`config.mk`:
```
export PLATFORM = sky130hd
export DESIGN_NAME = psmac_acc
export DESIGN_NICKNAME = d
export VERILOG_FILES = /design/src/rtl/psmac_acc.sv
export SDC_FILE = /design/constraint.sdc
export NUM_CORES = 2
export LEC_CHECK = 0
export CAP_MARGIN = 20
export CORE_MARGIN = 2
export CORE_UTILIZATION = 30
export CTS_BUF_LIST = sky130_fd_sc_hd__clkbuf_16
export CTS_CLUSTER_SIZE = 16
export DETAILED_ROUTE_END_ITERATION = 8
export DONT_BUFFER_PORTS = 1
export SYNTH_ARGS = -nofsm -noshare
export SYNTH_HDL_FRONTEND = slang
export SYNTH_SLANG_ARGS = --single-unit
```
`constraint.sdc`:
```
create_clock -name clk -period 12.5 [get_ports clk]
set_input_delay 2.5 -clock clk [delete_from_list [all_inputs] [get_ports clk]]
set_output_delay 2.5 -clock clk [all_outputs]
set_load 0.01 [all_outputs]
```
`src/rtl/psmac_acc.sv`:
```
// psmac_acc: pipelined precision-scalable (2/4/8-bit) dot-product MAC with vector accumulation.
// Define PSMAC_SAT_EN for a saturating accumulator with an ovf flag; otherwise the accumulator wraps.
module rcbb (
  input  logic              sa,
  input  logic              sb,
  input  logic [1:0]        a,
  input  logic [1:0]        b,
  output logic signed [5:0] p
);
  logic signed [5:0] xa, xb;
  assign xa = 6'($signed({sa & a[1], a}));
  assign xb = 6'($signed({sb & b[1], b}));
  assign p = xa * xb;
endmodule

module psmac_acc #(
  parameter int LANES = 4,
  parameter int ACC_W = 32
) (
  input  logic               clk,
  input  logic               rst,
  input  logic               in_valid,
  output logic               in_ready,
  input  logic               in_last,
  input  logic [8*LANES-1:0] ip,
  input  logic [8*LANES-1:0] wt,
  input  logic [1:0]         prec,
  input  logic               sgn_x,
  input  logic               sgn_w,
  output logic               out_valid,
  input  logic               out_ready,
  output logic [ACC_W-1:0]   out_data,
  output logic               ovf
);
  localparam int BS_W = 17 + $clog2(LANES);
  localparam int ND = 16 * LANES;
  logic stall;
  logic [3:0] fx, fw;
  logic signed [5:0] dp [ND];
  logic signed [5:0] dq [ND];
  logic s1_v, s1_l, s2_v, s2_l;
  logic [1:0] s1_m;
  logic signed [BS_W-1:0] bs, s2_bs;
  logic signed [ACC_W-1:0] acc;
  logic [ACC_W-1:0] nsum;
  assign stall = out_valid & ~out_ready;
  assign in_ready = ~stall;
  // Only the top digit of each element carries the sign, so the flag depends on precision.
  for (genvar g = 0; g < 4; g++) begin : g_flag
    assign fx[g] = sgn_x & (prec == 2'b00 || (prec == 2'b01 && g % 2 == 1) || (prec[1] && g == 3));
    assign fw[g] = sgn_w & (prec == 2'b00 || (prec == 2'b01 && g % 2 == 1) || (prec[1] && g == 3));
  end
  for (genvar l = 0; l < LANES; l++) begin : g_lane
    for (genvar i = 0; i < 4; i++) begin : g_x
      for (genvar j = 0; j < 4; j++) begin : g_w
        rcbb u_d (
          .sa(fx[i]),
          .sb(fw[j]),
          .a (ip[8*l+2*i +: 2]),
          .b (wt[8*l+2*j +: 2]),
          .p (dp[16*l+4*i+j])
        );
      end
    end
  end
  // Weight of digit product (i,j); cross-element pairs drop out in narrow modes.
  function automatic logic signed [BS_W-1:0] term(input logic signed [5:0] p, input logic [1:0] m,
                                                  input int i, input int j);
    logic signed [BS_W-1:0] e;
    e = BS_W'(p);
    if (m[1]) return e <<< (2 * (i + j));
    if (m[0]) return (i / 2 == j / 2) ? e <<< (2 * (i % 2 + j % 2)) : '0;
    return (i == j) ? e : '0;
  endfunction
  always_comb begin
    bs = '0;
    for (int k = 0; k < ND; k++) bs += term(dq[k], s1_m, (k / 4) % 4, k % 4);
  end
  always_ff @(posedge clk) begin
    if (!stall) begin
      dq <= dp;
      s1_l <= in_last;
      s1_m <= prec;
      s2_l <= s1_l;
      s2_bs <= bs;
    end
  end
`ifdef PSMAC_SAT_EN
  localparam int SW = (ACC_W > BS_W ? ACC_W : BS_W) + 1;
  localparam logic signed [SW-1:0] HI = {{(SW-ACC_W+1){1'b0}}, {(ACC_W-1){1'b1}}};
  localparam logic signed [SW-1:0] LO = ~HI;
  logic signed [SW-1:0] sum;
  logic sat, seen;
  assign sum = SW'(acc) + SW'(s2_bs);
  assign sat = sum > HI || sum < LO;
  assign nsum = sum > HI ? HI[ACC_W-1:0] : sum < LO ? LO[ACC_W-1:0] : sum[ACC_W-1:0];
`else
  assign nsum = acc + ACC_W'(s2_bs);
  assign ovf = 1'b0;
`endif
  always_ff @(posedge clk or posedge rst) begin
    if (rst) begin
      s1_v <= 1'b0;
      s2_v <= 1'b0;
      acc <= '0;
      out_data <= '0;
      out_valid <= 1'b0;
`ifdef PSMAC_SAT_EN
      ovf <= 1'b0;
      seen <= 1'b0;
`endif
    end else if (!stall) begin
      s1_v <= in_valid;
      s2_v <= s1_v;
      out_valid <= s2_v & s2_l;
      if (s2_v) begin
        acc <= s2_l ? '0 : nsum;
        if (s2_l) out_data <= nsum;
`ifdef PSMAC_SAT_EN
        seen <= s2_l ? 1'b0 : seen | sat;
        if (s2_l) ovf <= seen | sat;
`endif
      end
    end
  end
endmodule

```
# After elaboration in Yosys (flattened, before gate mapping)
# Index checks and enable logic that the tools add are counted.
# word_totals
reg_bits	474
in_bits	73
out_inout_bits	35
wordCells	509
# op_classes
n_addsub	64
mul	64
eq_ne	1
mux	260
n_bitwise	42
reduce_logical	5
# ops
operator	count
$mux W19	256
$add A19 B19 Y19	63
$mul A3 B3 Y6	64
$and A1 B1 Y1	40
$add A32 B19 Y32	1
$mux W32	1
$mux W1	3
$reduce_and A3 Y1	1
$eq A2 B1 Y1 const B	1
$logic_not A2 Y1	1
$logic_or A1 B1 Y1	2
$not A1 Y1	2
$reduce_and A2 Y1	1

# Longest topological paths before layout
# depth
depth_word	67
mapped_depth	36
ltp_nobuf	33

# Hierarchy
# From an unflattened synthesis, not the netlist that was laid out.
# hier_totals
hier_cells	5059
hier_area_um2	55595.8
# modules_own_cells
module	n_inst	cells_per_inst	area_per_inst_um2
psmac_acc	1	3121	38858.5
rcbb (g_lane[0].g_x[0].g_w[0].u_d ...)	57	30	260.2
rcbb (g_lane[3].g_x[2].g_w[2].u_d ...)	4	34	277.8
rcbb (g_lane[3].g_x[2].g_w[1].u_d)	1	32	269.0
rcbb (g_lane[3].g_x[3].g_w[2].u_d)	1	30	264.0
rcbb (g_lane[3].g_x[3].g_w[3].u_d)	1	30	259.0

# Worst setup path after synthesis
# Ideal clock, no wire load.
# synth_path
path_kind	flip-flop to flip-flop
startpoint	reg s1_m[1]
endpoint	reg s2_bs[18], data pin
t_arrival_ps	8457
slack_ps	3784
stages_incl_launch_ff	32
path_buffers	4
synth_period_minus_slack_ps	8716
cell_sequence	edfxtp_1 -> clkbuf_1 -> clkbuf_1 -> clkbuf_1 -> buf_1 -> nand2_1 -> inv_1 -> fa_1 -> fa_1 -> fa_1 -> inv_1 -> fa_1 -> inv_1 -> fa_1 -> fa_1 -> fa_1 -> fa_1 -> fa_1 -> inv_1 -> fa_1 -> inv_1 -> ha_1 -> o21ai_0 -> a21boi_0 -> o21ai_0 -> a21boi_0 -> o21ai_0 -> a21oi_1 -> o21ai_0 -> nand2b_1 -> a21oi_1 -> xnor2_1
# synth_via
elab_chain_len	65
word_cells_on_any_way	128
classes_between	add/sub: 63; mux: 65
# synth_rtl
element	line	source
from (decl)	42	logic [1:0] s1_m;
from (signal assigned)	83	s1_m <= prec;
$mux W1 (*)	71	if (m[1]) return e <<< (2 * (i + j));
$mux W19	72	if (m[0]) return (i / 2 == j / 2) ? e <<< (2 * (i % 2 + j % 2)) : '0;
$add A19 B19 Y19 (62 in a row)	77	for (int k = 0; k < ND; k++) bs += term(dq[k], s1_m, (k / 4) % 4, k % 4);
$add A19 B19 Y19 (*)	77	
named net bs[18]	43	logic signed [BS_W-1:0] bs, s2_bs;
to (signal assigned)	85	s2_bs <= bs;
to (decl)	43	
# The timed path passes the listed nets; every way through them passes the cells marked *.
# A chain may end at the register's enable or synchronous reset.

# Worst setup path after layout
# layout_path
startpoint	reg s1_m[0]
endpoint	reg s2_bs[18], data pin
# layout_via
elab_chain_len	67
word_cells_on_any_way	257
classes_between	add/sub: 63; mux: 194
# layout_rtl
element	line	source
$mux W1 (2 in a row)	72	
$mux W19	73	return (i == j) ? e : '0;
$mux W19	72	
$add A19 B19 Y19 (62 in a row)	77	
$add A19 B19 Y19 (*)	77	
named net bs[18]	43	
# The timed path passes the listed nets; every way through them passes the cells marked *. The select of a mux whose other input is x is not followed.

==> flow_metrics.env <==
export IMPL_synth_flop_cell="edfxtp_1"
export IMPL_status="finished, final reports clean"
export IMPL_root_buffer="clkbuf_16"
export IMPL_cts_tree="built"
export IMPL_io_buffer_count=0
export IMPL_tightest_slew_ns=1.103
export IMPL_antenna_left=0
export IMPL_reg2reg_depth=27
export IMPL_critical_path_class="register to register"
export IMPL_report_final_slew_viol_count=0
export IMPL_die_w_um=429.1
export IMPL_cts_htree_levels=2
export IMPL_hpwl_um=146100
export IMPL_synth_edf_count=407
export IMPL_start_util_pct=30.09
export IMPL_cts_sinks=474
export IMPL_setup_tns_ns=0
export IMPL_antenna_found_initial=21
export IMPL_grt_pass1_vias=36482
export IMPL_fp_dieH_um=429.1
export IMPL_r2r_slack_ns=2.54
export IMPL_worstPathMaxFanout=43
export IMPL_grt_max_degree=130
export IMPL_reg2reg_from="s1_m[0]$_DFFE_PN_"
export IMPL_clkTransAtPathRegs_ns=0.07
export IMPL_setup_viol=0
export IMPL_setup_worst_path_start="s1_m[0]$_DFFE_PN_"
export IMPL_track_usage_pct=19.13
export IMPL_fin_nets=6285
export IMPL_rows=156
export IMPL_synth_top_cell_by_area="fa_1"
export IMPL_cts_made_buffers=57
export IMPL_routabilityCongestion=0.9803
export IMPL_yosys_top_cells_area="fa_1 (37%), edfxtp_1 (23%), ha_1 (10%), inv_1 (7.4%), and2_1 (4.2%)"
export IMPL_finClkSkew_ns=0.02851
export IMPL_drc=0
export IMPL_grt_pass1_wl_um=251800
export IMPL_hold_start="s1_l$_DFFE_PN_"
export IMPL_cts_setup_buffers=0
export IMPL_drt_pass1_iter_count=5
export IMPL_cp_required_ns=12.90
export IMPL_synthArstFlopShare_pct=14.14
export IMPL_ys_ff_latch=474
export IMPL_hold_buffers=0
export IMPL_clock_path_buffers=3
export IMPL_cts_resized_gates=0
export IMPL_vias=33197
export IMPL_fmax_ghz=0.1004
export IMPL_die_area_mm2=0.1841
export IMPL_final_hold_viol_count=0
export IMPL_overflow=0
export IMPL_ios=108
export IMPL_layout_drive_gt1_share_pct=5.982
export IMPL_arrival_ns=10.36
export IMPL_netlist_instances=4874
export IMPL_syn_area_mm2=0.05422
export IMPL_drtIter0Drc=2974
export IMPL_syn_nets=6376
export IMPL_ys_types=55
export IMPL_wl_per_cell_um=24.04
export IMPL_whs_path_depth=0
export IMPL_slew_limit_headroom_pct=26.50
export IMPL_grt_setup_unrepaired="no"
export IMPL_cap_violations=0
export IMPL_end_kind="register"
export IMPL_wirelength_um=173200
export IMPL_fin_crit_sh_pct=79.67
export IMPL_hold_path_class="register to register"
export IMPL_avgViaCountPerCell=4.607
export IMPL_start_kind="register"
export IMPL_synth_most_common_cell="inv_1"
export IMPL_core_area_mm2=0.1802
export IMPL_areaGrowthSynthToFinish_pct=8.289
export IMPL_yosys_area_top_type_share_pct=36.81
export IMPL_yosys_warnings=0
export IMPL_ys_seq_area_share_pct=25.63
export IMPL_avgSynthCellArea_um2=11.12
export IMPL_hold_end="s2_l$_DFFE_PN_"
export IMPL_finalCriticalPeriod_ns=9.959
export IMPL_rr_endpoint="s2_bs[18]$_DFFE_PN_"
export IMPL_synth_commonest_cells="inv_1 (1,068), fa_1 (997), nand2_1 (535), ha_1 (432), edfxtp_1 (407)"
export IMPL_clock_latency_ns=0.70
flip-flops by register name, indices dropped and copies added, names as in the netlist:
register   flops
dq           384
acc           32
out_data      32
s2_bs         19
s1_m           2
out_valid      1
s1_l           1
s1_v           1
s2_l           1
s2_v           1
per-layer routing:
metal | GRT usage [%] | part of all wire [%]
met5 | 0 | 0.0064
met4 | 10.87 | 6.6
met3 | 3.279 | 6.9
met2 | 30.96 | 47
met1 | 24.20 | 40
worst max-delay path, cell delays in order (launching register included):
cell and delay [ns]:
edfxtp_1 0.33, buf_4 0.35, or2_2 0.47, buf_4 0.53
nand2_1 0.39, fa_1 0.58, inv_1 0.06, fa_1 0.50
fa_1 0.54, fa_1 0.56, fa_1 0.57, fa_1 0.59
fa_1 0.54, fa_1 0.52, fa_1 0.52, fa_1 0.49
ha_1 0.35, nor2b_1 0.14, o21ai_0 0.18, a21boi_0 0.14
o21ai_0 0.21, a21boi_0 0.14, o21ai_0 0.25, a21oi_1 0.12
o21ai_0 0.16, nand2b_1 0.07, a21oi_1 0.17, xnor2_1 0.09
final cells by class:
type	instances	area [um2]
tap	2370	2965
timing repair buffer	26	207.7
antenna	5	12.51
multi-input combinational	3156	35650
fill	18147	121400
inverter	1068	4009
clock inverter	48	491.7
clock buffer	59	1476
sequential	474	13900
stage by stage:
| step | hold WS, ns | std cells | cell area, um2 | util (%) | setup slack, ns |
|---|---|---|---|---|---|
| 2_1_floorplan | 0.4003 | 4874 | 54220 | - | 3.784 |
| 3_3_place_gp | 0.4195 | 7094 | 56730 | 31.49 | 2.654 |
| 3_5_place_dp | 0.4073 | 7094 | 56730 | 31.49 | 2.617 |
| 4_1_cts | 0.4369 | 7201 | 58700 | 32.58 | 2.567 |
| 5_1_grt | 0.4531 | 7201 | 58700 | 32.58 | 1.954 |
| 6_report | 0.4360 | 7206 | 58710 | 32.59 | 2.541 |
cells in the final DEF (no fill, tap or decap), types with 12 or more instances in the layout:
master     Yosys  routed
fa_1         997     997
and2_1       362     362
ha_1         432     432
dfrtp_1       67      67
a21o_1        14      14
nand2_1      535     535
xor2_1        90      90
nor2_1        60      58
inv_1       1068    1069
and3_1        26      26
nand2b_1      17      16
xnor2_1      219     219
buf_4          2      25
a22o_1        26      26
clkbuf_16      0      59
clkinv_2       0      12
a21oi_1       90      90
or2_2        121     121
o21ai_0       35      35
nor2b_1       30      28
mux2_2        30      30
edfxtp_1     407     407
cell families (layout without fill, tap and decap cells):
logic type               Yosys count  count (layout)  share of synthesized area [%]
AND/OR/NAND/NOR                 1170            1170                          10.74
multiplexers                      36              36                         0.7338
XOR/XNOR                         309             309                          4.992
AO/OA/AOI/OAI                    211             211                          2.455
other                              1               6                       0.006916
adder cells (fa/ha/maj)         1429            1429                          46.78
flip-flops                       474             474                          25.63
buffers and inverters           1244            1201                          8.661
worst max-delay path by stage:
stage                                     end  slack [ns]
after floorplan           s2_bs[18]$_DFFE_PN_        3.78
after global placement    s2_bs[18]$_DFFE_PN_        2.65
after detailed placement  s2_bs[18]$_DFFE_PN_        2.62
after CTS                 s2_bs[18]$_DFFE_PN_        2.57
after global routing      s2_bs[18]$_DFFE_PN_        1.95
final                     s2_bs[18]$_DFFE_PN_        2.54
Power is left out: the tool's default activity adds up to more than one toggle a clock period on the data nets, which glitch-free logic cannot reach.
